==> src/rtl/scratchpad_port_arbiter_if.sv <==
// One requester port of the scratchpad arbiter: single-beat request
// handshake plus the fixed-latency read response.
interface scratchpad_port_arbiter_if #(
  parameter int ADDR_WIDTH = 32,
  parameter int DATA_WIDTH = 64
);
  logic                    valid;
  logic                    ready;
  logic                    write;
  logic                    lock;
  logic [DATA_WIDTH/8-1:0] mask;
  logic [ADDR_WIDTH-1:0]   addr;
  logic [DATA_WIDTH-1:0]   wdata;
  logic                    rvalid;
  logic [DATA_WIDTH-1:0]   rdata;

  modport master (
    output valid, write, lock, mask, addr, wdata,
    input  ready, rvalid, rdata
  );

  modport slave (
    input  valid, write, lock, mask, addr, wdata,
    output ready, rvalid, rdata
  );
endinterface

==> src/rtl/scratchpad_port_arbiter.sv <==
// Two-requester round-robin arbiter for the single-ported scratchpad, with a
// timed exclusive lock that requester 1 (debug/backdoor) can take.
module scratchpad_port_arbiter #(
  parameter int ADDR_WIDTH   = 32,
  parameter int DATA_WIDTH   = 64,
  parameter int LOCK_TIMEOUT = 1024
) (
  input  logic                    clk,
  input  logic                    rst,
  scratchpad_port_arbiter_if.slave r0,
  scratchpad_port_arbiter_if.slave r1,
  output logic                    mem_write,
  output logic [DATA_WIDTH/8-1:0] mem_mask,
  output logic [ADDR_WIDTH-4:0]   mem_addr,
  output logic [DATA_WIDTH-1:0]   mem_wdata,
  input  logic [DATA_WIDTH-1:0]   mem_rdata,
  output logic                    lock_active,
  output logic                    lock_timeout
);
  localparam int MASK_W = DATA_WIDTH / 8;
  localparam int WORD_W = ADDR_WIDTH - 3;
  localparam int CNT_W  = $clog2(LOCK_TIMEOUT);

  typedef enum logic {UNLOCKED, LOCKED} state_t;

  state_t             state_reg, state_next;
  logic               last_grant_reg;
  logic [CNT_W-1:0]   idle_cnt_reg, idle_cnt_next;
  logic               lock_timeout_reg, lock_timeout_next;
  logic               rvalid_reg;
  logic               owner_reg;
  logic [WORD_W-1:0]  addr_hold_reg;
  logic [DATA_WIDTH-1:0] wdata_hold_reg;

  logic               gnt0, gnt1, any_gnt;
  logic               sel_write;
  logic [MASK_W-1:0]  sel_mask;
  logic [WORD_W-1:0]  sel_addr;
  logic [DATA_WIDTH-1:0] sel_wdata;

  // Byte-offset bits and the r0 lock input have no function here.
  logic unused_bits;
  assign unused_bits = ^{r0.lock, r0.addr[2:0], r1.addr[2:0]};

  always_comb begin
    gnt0 = 1'b0;
    gnt1 = 1'b0;
    if (!rst) begin
      if (state_reg == LOCKED) begin
        gnt1 = r1.valid;
      end else if (r0.valid && r1.valid) begin
        gnt0 = last_grant_reg;
        gnt1 = !last_grant_reg;
      end else begin
        gnt0 = r0.valid;
        gnt1 = r1.valid;
      end
    end
  end

  assign any_gnt   = gnt0 | gnt1;
  assign sel_write = gnt1 ? r1.write : r0.write;
  assign sel_mask  = gnt1 ? r1.mask  : r0.mask;
  assign sel_addr  = gnt1 ? r1.addr[ADDR_WIDTH-1:3] : r0.addr[ADDR_WIDTH-1:3];
  assign sel_wdata = gnt1 ? r1.wdata : r0.wdata;

  assign r0.ready = gnt0;
  assign r1.ready = gnt1;

  // Address and data buses hold the last granted beat when idle.
  assign mem_write = any_gnt & sel_write;
  assign mem_mask  = (any_gnt && sel_write) ? sel_mask : '0;
  assign mem_addr  = rst ? '0 : (any_gnt ? sel_addr  : addr_hold_reg);
  assign mem_wdata = rst ? '0 : (any_gnt ? sel_wdata : wdata_hold_reg);

  assign r0.rvalid = rvalid_reg & ~owner_reg & ~rst;
  assign r1.rvalid = rvalid_reg &  owner_reg & ~rst;
  assign r0.rdata  = mem_rdata;
  assign r1.rdata  = mem_rdata;

  assign lock_active  = (state_reg == LOCKED) & ~rst;
  assign lock_timeout = lock_timeout_reg & ~rst;

  always_comb begin
    state_next        = state_reg;
    idle_cnt_next     = idle_cnt_reg;
    lock_timeout_next = lock_timeout_reg;
    case (state_reg)
      UNLOCKED: begin
        idle_cnt_next = '0;
        if (gnt1 && r1.lock) state_next = LOCKED;
      end
      LOCKED: begin
        // An r1 accept takes precedence over an expiring idle count.
        if (gnt1) begin
          idle_cnt_next = '0;
          if (!r1.lock) state_next = UNLOCKED;
        end else if (idle_cnt_reg == CNT_W'(LOCK_TIMEOUT - 1)) begin
          state_next        = UNLOCKED;
          idle_cnt_next     = '0;
          lock_timeout_next = 1'b1;
        end else begin
          idle_cnt_next = idle_cnt_reg + 1'b1;
        end
      end
      default: state_next = UNLOCKED;
    endcase
  end

  always_ff @(posedge clk) begin
    if (rst) begin
      state_reg        <= UNLOCKED;
      last_grant_reg   <= 1'b1;
      idle_cnt_reg     <= '0;
      lock_timeout_reg <= 1'b0;
      rvalid_reg       <= 1'b0;
      owner_reg        <= 1'b0;
      addr_hold_reg    <= '0;
      wdata_hold_reg   <= '0;
    end else begin
      state_reg        <= state_next;
      idle_cnt_reg     <= idle_cnt_next;
      lock_timeout_reg <= lock_timeout_next;
      rvalid_reg       <= any_gnt & ~sel_write;
      if (any_gnt) begin
        last_grant_reg <= gnt1;
        owner_reg      <= gnt1;
        addr_hold_reg  <= sel_addr;
        wdata_hold_reg <= sel_wdata;
      end
    end
  end
endmodule

==> src/flat_wrapper.sv <==
// flat-port wrapper written by rule: the top's interface ports become plain ports
module scratchpad_port_arbiter_flat 
#(
  parameter int ADDR_WIDTH   = 32,
  parameter int DATA_WIDTH   = 64,
  parameter int LOCK_TIMEOUT = 1024
)
  (clk, rst, mem_write, mem_mask, mem_addr, mem_wdata, mem_rdata, lock_active, lock_timeout, r0_valid, r0_write, r0_lock, r0_mask, r0_addr, r0_wdata, r0_ready, r0_rvalid, r0_rdata, r1_valid, r1_write, r1_lock, r1_mask, r1_addr, r1_wdata, r1_ready, r1_rvalid, r1_rdata);
  scratchpad_port_arbiter_if #(.ADDR_WIDTH(ADDR_WIDTH), .DATA_WIDTH(DATA_WIDTH)) r0_i ();
  scratchpad_port_arbiter_if #(.ADDR_WIDTH(ADDR_WIDTH), .DATA_WIDTH(DATA_WIDTH)) r1_i ();
  input  logic clk;
  input  logic rst;
  output logic mem_write;
  output logic [DATA_WIDTH/8-1:0] mem_mask;
  output logic [ADDR_WIDTH-4:0] mem_addr;
  output logic [DATA_WIDTH-1:0] mem_wdata;
  input  logic [DATA_WIDTH-1:0] mem_rdata;
  output logic lock_active;
  output logic lock_timeout;
  input wire logic [$bits(r0_i.valid)-1:0] r0_valid;
  input wire logic [$bits(r0_i.write)-1:0] r0_write;
  input wire logic [$bits(r0_i.lock)-1:0] r0_lock;
  input wire logic [$bits(r0_i.mask)-1:0] r0_mask;
  input wire logic [$bits(r0_i.addr)-1:0] r0_addr;
  input wire logic [$bits(r0_i.wdata)-1:0] r0_wdata;
  output wire logic [$bits(r0_i.ready)-1:0] r0_ready;
  output wire logic [$bits(r0_i.rvalid)-1:0] r0_rvalid;
  output wire logic [$bits(r0_i.rdata)-1:0] r0_rdata;
  input wire logic [$bits(r1_i.valid)-1:0] r1_valid;
  input wire logic [$bits(r1_i.write)-1:0] r1_write;
  input wire logic [$bits(r1_i.lock)-1:0] r1_lock;
  input wire logic [$bits(r1_i.mask)-1:0] r1_mask;
  input wire logic [$bits(r1_i.addr)-1:0] r1_addr;
  input wire logic [$bits(r1_i.wdata)-1:0] r1_wdata;
  output wire logic [$bits(r1_i.ready)-1:0] r1_ready;
  output wire logic [$bits(r1_i.rvalid)-1:0] r1_rvalid;
  output wire logic [$bits(r1_i.rdata)-1:0] r1_rdata;
  assign r0_i.valid = r0_valid;
  assign r0_i.write = r0_write;
  assign r0_i.lock = r0_lock;
  assign r0_i.mask = r0_mask;
  assign r0_i.addr = r0_addr;
  assign r0_i.wdata = r0_wdata;
  assign r0_ready = r0_i.ready;
  assign r0_rvalid = r0_i.rvalid;
  assign r0_rdata = r0_i.rdata;
  assign r1_i.valid = r1_valid;
  assign r1_i.write = r1_write;
  assign r1_i.lock = r1_lock;
  assign r1_i.mask = r1_mask;
  assign r1_i.addr = r1_addr;
  assign r1_i.wdata = r1_wdata;
  assign r1_ready = r1_i.ready;
  assign r1_rvalid = r1_i.rvalid;
  assign r1_rdata = r1_i.rdata;
  scratchpad_port_arbiter #(.ADDR_WIDTH(ADDR_WIDTH), .DATA_WIDTH(DATA_WIDTH), .LOCK_TIMEOUT(LOCK_TIMEOUT)) u_core (.clk(clk), .rst(rst), .r0(r0_i), .r1(r1_i), .mem_write(mem_write), .mem_mask(mem_mask), .mem_addr(mem_addr), .mem_wdata(mem_wdata), .mem_rdata(mem_rdata), .lock_active(lock_active), .lock_timeout(lock_timeout));
endmodule
==> config.mk <==
export PLATFORM = sky130hd
export DESIGN_NAME = scratchpad_port_arbiter_flat
export DESIGN_NICKNAME = d
export VERILOG_FILES = /design/src/rtl/scratchpad_port_arbiter_if.sv /design/src/rtl/scratchpad_port_arbiter.sv /design/src/flat_wrapper.sv
export SDC_FILE = /design/constraint.sdc
export NUM_CORES = 1
export LEC_CHECK = 0
export CELL_PAD_IN_SITES_DETAIL_PLACEMENT = 1
export CELL_PAD_IN_SITES_GLOBAL_PLACEMENT = 2
export CORE_AREA = 2 2 202 204
export CTS_CLUSTER_SIZE = 24
export DETAILED_ROUTE_END_ITERATION = 16
export DIE_AREA = 0 0 204 206
export DONT_BUFFER_PORTS = 1
export PLACE_DENSITY_LB_ADDON = 0.12
export SLEW_MARGIN = 20
export SYNTH_ARGS = -nofsm -noshare
export SYNTH_HDL_FRONTEND = slang
export SYNTH_SLANG_ARGS = --single-unit
==> constraint.sdc <==
create_clock -name clk -period 2.02 [get_ports clk]
set_input_delay 0.202 -clock clk [delete_from_list [all_inputs] [get_ports clk]]
set_output_delay 0.202 -clock clk [all_outputs]
set_load 0.005 [all_outputs]
# After elaboration in Yosys (flattened, before gate mapping)

Index checks and enable logic that the tools add are counted.
W data, S select, Z words.

$add $sub $neg: 1
Equal/unequal tests: 1
Muxes and demuxes: 23
Bitwise gates (word level): 14
Reductions and logical operators: 5

Operator list:

| kind                    | number |
|---|---|
| $mux W64                | 3 |
| $mux W29                | 3 |
| $mux W10                | 2 |
| $pmux W10 S2            | 1 |
| $mux W8                 | 2 |
| $mux W1                 | 11 |
| $add A10 B1 Y10 const B | 1 |
| $eq A10 B10 Y1 const B  | 1 |
| $and A1 B1 Y1           | 8 |
| $not A1 Y1              | 5 |
| $logic_and A1 B1 Y1     | 3 |
| $reduce_and A3 Y1       | 1 |
| $pmux W1 S2             | 1 |
| $logic_not A1 Y1        | 1 |
| $or A1 B1 Y1            | 1 |

Logic and storage cells: 52
Input port bits: 280
Register bits: 108
Output and inout bits: 236

# Longest topological paths before layout

Depth after elaboration: 7
Mapped depth: 6
Depth with buffers taken out: 4

# Worst setup path before layout

No wires, ideal clock.

Kind: register -> output
From: register u_core.last_grant_reg
To: output mem_wdata[16]
Stages on the path, launching flop included: 7
Arrival time: 1302 ps
Path buffers: 2
Data required time: 1818 ps
Slack: 516 ps
Cells stage by stage: dfxtp_1 and3b_1 nor3_2 buf_6 buf_2 a222oi_1 inv_1

Longest elaborated chain between the ends: 7
Elaborated cells on any way between the ends: 11
Classes of those cells: 9 x mux; 1 x bitwise; 1 x reduce/logical

Ends and longest elaborated chain:

| element                                         | line                                                         | RTL |
|---|---|---|
| start, declared                                 | scratchpad_port_arbiter.sv:27                                | `logic last_grant_reg;` |
| start signal, assigned                          | scratchpad_port_arbiter.sv:126                               | `last_grant_reg <= gnt1;` |
| $logic_not A1 Y1                                | scratchpad_port_arbiter.sv:53                                | `gnt1 = !last_grant_reg;` |
| $mux W1                                         | scratchpad_port_arbiter.sv:51                                | `end else if (r0.valid && r1.valid) begin` |
| $mux W1                                         | scratchpad_port_arbiter.sv:49                                | `if (state_reg == LOCKED) begin` |
| $mux W1                                         | scratchpad_port_arbiter.sv:48                                | `if (!rst) begin` |
| $mux W64 / $or A1 B1 Y1 (equally long branches) | scratchpad_port_arbiter.sv:65, scratchpad_port_arbiter.sv:61 |  |
| $mux W64 * (2 in a row)                         | -                                                            |  |
| end, declared                                   | flat_wrapper.sv:16                                           | `output logic [DATA_WIDTH-1:0] mem_wdata;` |

Mark *: on every way between the ends. The rest lies on a longest branch, timed or not.

# Final worst setup path

From: register u_core.state_reg
To: output mem_wdata[10]

Longest elaborated chain between the ends: 5
Elaborated cells on any way between the ends: 8
Classes of those cells: 7 x mux; 1 x bitwise

Ends and longest elaborated chain:

| element                                         | line                                                         | RTL |
|---|---|---|
| start, declared                                 | scratchpad_port_arbiter.sv:26                                | `state_t state_reg, state_next;` |
| start signal, assigned                          | scratchpad_port_arbiter.sv:121                               | `state_reg <= state_next;` |
| $mux W1                                         | scratchpad_port_arbiter.sv:49                                |  |
| $mux W1                                         | scratchpad_port_arbiter.sv:48                                |  |
| $mux W64 / $or A1 B1 Y1 (equally long branches) | scratchpad_port_arbiter.sv:65, scratchpad_port_arbiter.sv:61 |  |
| $mux W64 * (2 in a row)                         | -                                                            |  |

Marked as above.

==> flow_metrics.env <==
export IMPL_tns_ps=-648.7
export IMPL_worst_setup_path_start_kind="flip-flop"
export IMPL_start_util=0.1253
export IMPL_synthXorXnorAreaFrac=0.01218
export IMPL_netlist_instances=521
export IMPL_antenna_found_initial=0
export IMPL_drv_cap=0
export IMPL_fp_dieArea_mm2=0.04202
export IMPL_syn_avg_cell_area_um2=9.661
export IMPL_violations="negative setup slack"
export IMPL_slew_headroom=0.6348
export IMPL_hold_path_class="in2reg"
export IMPL_place_gp_congestion=0.6891
export IMPL_async_flop_share=0
export IMPL_drtIter0Drc=544
export IMPL_clkTransAtPathRegs_ps=80
export IMPL_synthAdderAreaFrac=0.002486
export IMPL_die_h_um=206
export IMPL_hold_violations=0
export IMPL_synth_top_family_by_area="buffers and inverters"
export IMPL_setup_ws_ps=-63.22
export IMPL_p_clk_frac=0.382
export IMPL_placed_cell_area_mm2=0.004666
export IMPL_hold_ws_ps=25.44
export IMPL_crit_required_ps=1820
export IMPL_grt_max_degree=94
export IMPL_synth_compound_area_frac=0.2163
export IMPL_cpMaxStageDelayCell="a222oi_1"
export IMPL_port_buffers=0
export IMPL_synth_top_area_share=0.4295
export IMPL_status="complete, but fails checks"
export IMPL_grt_pass1_wl_um=30170
export IMPL_finClkSkew_ps=8.437
export IMPL_grtUsageTotal=0.1015
export IMPL_syn_num_nets=802
export IMPL_p_int_w=0.003641
export IMPL_synth_edf_count=0
export IMPL_muxShareOfSynthArea=0
export IMPL_synth_commonest_cells="129 x buf_4, 108 x dfxtp_1, 95 x inv_1"
export IMPL_yosys_cell_types_count=33
export IMPL_rows=74
export IMPL_yosysTopAreaCell="dfxtp_1"
export IMPL_swShare=0.2780
export IMPL_worst_slew_pin_slew_ps=547.8
export IMPL_drtAntennaViolNets=0
export IMPL_critical_path_max_fanout=15
export IMPL_io_pins=516
export IMPL_rsz0062_at_grt="yes"
export IMPL_drive_gt1_frac=0.09073
export IMPL_synth_area_top_cells="dfxtp_1 43%, buf_4 19%, a222oi_1 18%, inv_1 7.1%, a32o_1 1.6%"
export IMPL_cp_cell_sequence="and3b_2 > nor3_4 > buf_12 > buf_16 > a222oi_1 > inv_1"
export IMPL_die_w_um=204
export IMPL_drc=0
export IMPL_clock_path_buffers=2
export IMPL_ys_seq_area_frac=0.4295
export IMPL_critPathArrivalTime_ps=1880
export IMPL_clock_sinks=108
export IMPL_fin_crit_ps=2083
export IMPL_cts_htree_levels=3
export IMPL_num_vias=4005
export IMPL_leakage_nw=2.766
export IMPL_crit_path_end_kind="output pin"
export IMPL_p_sw_w=0.001402
export IMPL_synth_flop_cell="dfxtp_1"
export IMPL_tritoncts="built"
export IMPL_vias_per_cell=3.855
export IMPL_p_total_w=0.005043
export IMPL_pwr_density_cell_mw_per_mm2=794.4
export IMPL_ys_warn_count=0
export IMPL_grt_pass1_vias=4239
export IMPL_period_share=1.031
export IMPL_setup_viol_count_final=33
export IMPL_syn_area_mm2=0.005034
export IMPL_numCtsBuffers=9
export IMPL_area_growth_pct=26.10
export IMPL_synth_seq_cells=108
export IMPL_antenna_cells=0
export IMPL_synth_simple_area_share=0.03753
export IMPL_peakVddDrop_uv=370.6
export IMPL_hpwlAfterDp_um=15030
export IMPL_clk_latency_ps=370
export IMPL_num_nets_final=783
export IMPL_drt_total_wl_um=23000
export IMPL_wire_per_inst_um=22.13
export IMPL_core_mm2=0.04018
export IMPL_r2r_setup_slack_ps=330
export IMPL_p_seq_frac=0.467
export IMPL_grt_overflow_total=0
export IMPL_critPathMaxStageDelay_ps=370
export IMPL_crit_type="reg2out"
export IMPL_cts_root_buf="clkbuf_16"
export IMPL_final_cell_area_mm2=0.006347
export IMPL_fmax_mhz=480.0
export IMPL_first_pass_iters=10
export IMPL_p_comb_frac=0.150
export IMPL_largest_reg_flops=64
export IMPL_synth_most_common_cell="buf_4"
export IMPL_final_max_slew_viol_count=0
## kinds of logic after synthesis
kind of cell	Yosys count
buf+inv	257
compound gates	112
xor+xnor	7
flops	108
simple gates	36
fa+ha+maj	1
## routing by layer
metal | vias to the layer above | track usage | share of wire
li1 | 1713 | - | -
met1 | 1925 | 0.1007 | 0.34
met2 | 285 | 0.1755 | 0.50
met3 | 82 | 0.04037 | 0.11
met4 | 0 | 0.06781 | 0.052
met5 | - | 0.001190 | 0
## what timing repair did
action / 4_1_cts / 5_1_grt
hold endpoints to repair: 63 / 0
gates cloned: 4 / 4
setup buffers: 5 / 3
hold buffers: 110 / 0
resized for setup: 10 / 9
endpoints found under the setup margin: 102 / 102
pin swaps: 33 / 66
## power groups by stage
stage | registers [W] | clock network, W | logic, W
floorplan | 0.00238 | 0 | 0.000577
global placement | 0.00240 | 0 | 0.000493
detailed placement | 0.00240 | 0 | 0.000502
CTS | 0.00236 | 0.00207 | 0.000744
global route | 0.00237 | 0.00215 | 0.000832
finish | 0.00236 | 0.00193 | 0.000757
## cells in the final DEF, fill, tap and decap left out, types with 3 or more instances in the layout
cell           count
nor2_1            12
buf_4              7
buf_12             5
buf_16             5
nand2_1            6
xor2_1             5
a222oi_1          93
dfxtp_1          106
a32o_1             8
inv_1             95
o21ai_0            3
clkbuf_16         12
dlygate4sd3_1    109
## critical path: cells and delay by family (launching register included)
family / cells / cell delay (ps)
DFF: 1 / 330
buffers and inverters: 3 / 460
and+or+nand+nor: 2 / 330
AOI/OAI and AO/OA: 1 / 370
## final timing paths
path / start / to / cells past startpoint
worst max-delay path: u_core.state_reg / mem_wdata[10] / 6
worst max register to register: u_core.state_reg / u_core.rvalid_reg / 5
worst min register to register: u_core.idle_cnt_reg[0] / u_core.idle_cnt_reg[0] / 1
worst min-delay path: r0_wdata[18] / u_core.wdata_hold_reg[18] / 2
## through the flow
step / instances / worst slack [ps] / utilization
after floorplan: 521 / 516.1 / -
after global placement: 898 / 285.8 / 0.1161
after detailed placement: 898 / 269.4 / 0.1161
after CTS: 1033 / -140.0 / 0.1554
after global routing: 1039 / -192.6 / 0.1580
final: 1039 / -63.22 / 0.1580
## final cells by class
class | instances | area [µm²]
clock inverter | 7 | 76.32
tap | 532 | 665.6
clock buffer | 9 | 225.2
timing repair buffer | 131 | 1480
multi-input combinational | 156 | 1375
sequential | 108 | 2165
fill | 4666 | 33840
inverter | 96 | 360.3
No activity file was read; power rests on OpenSTA's default activity.
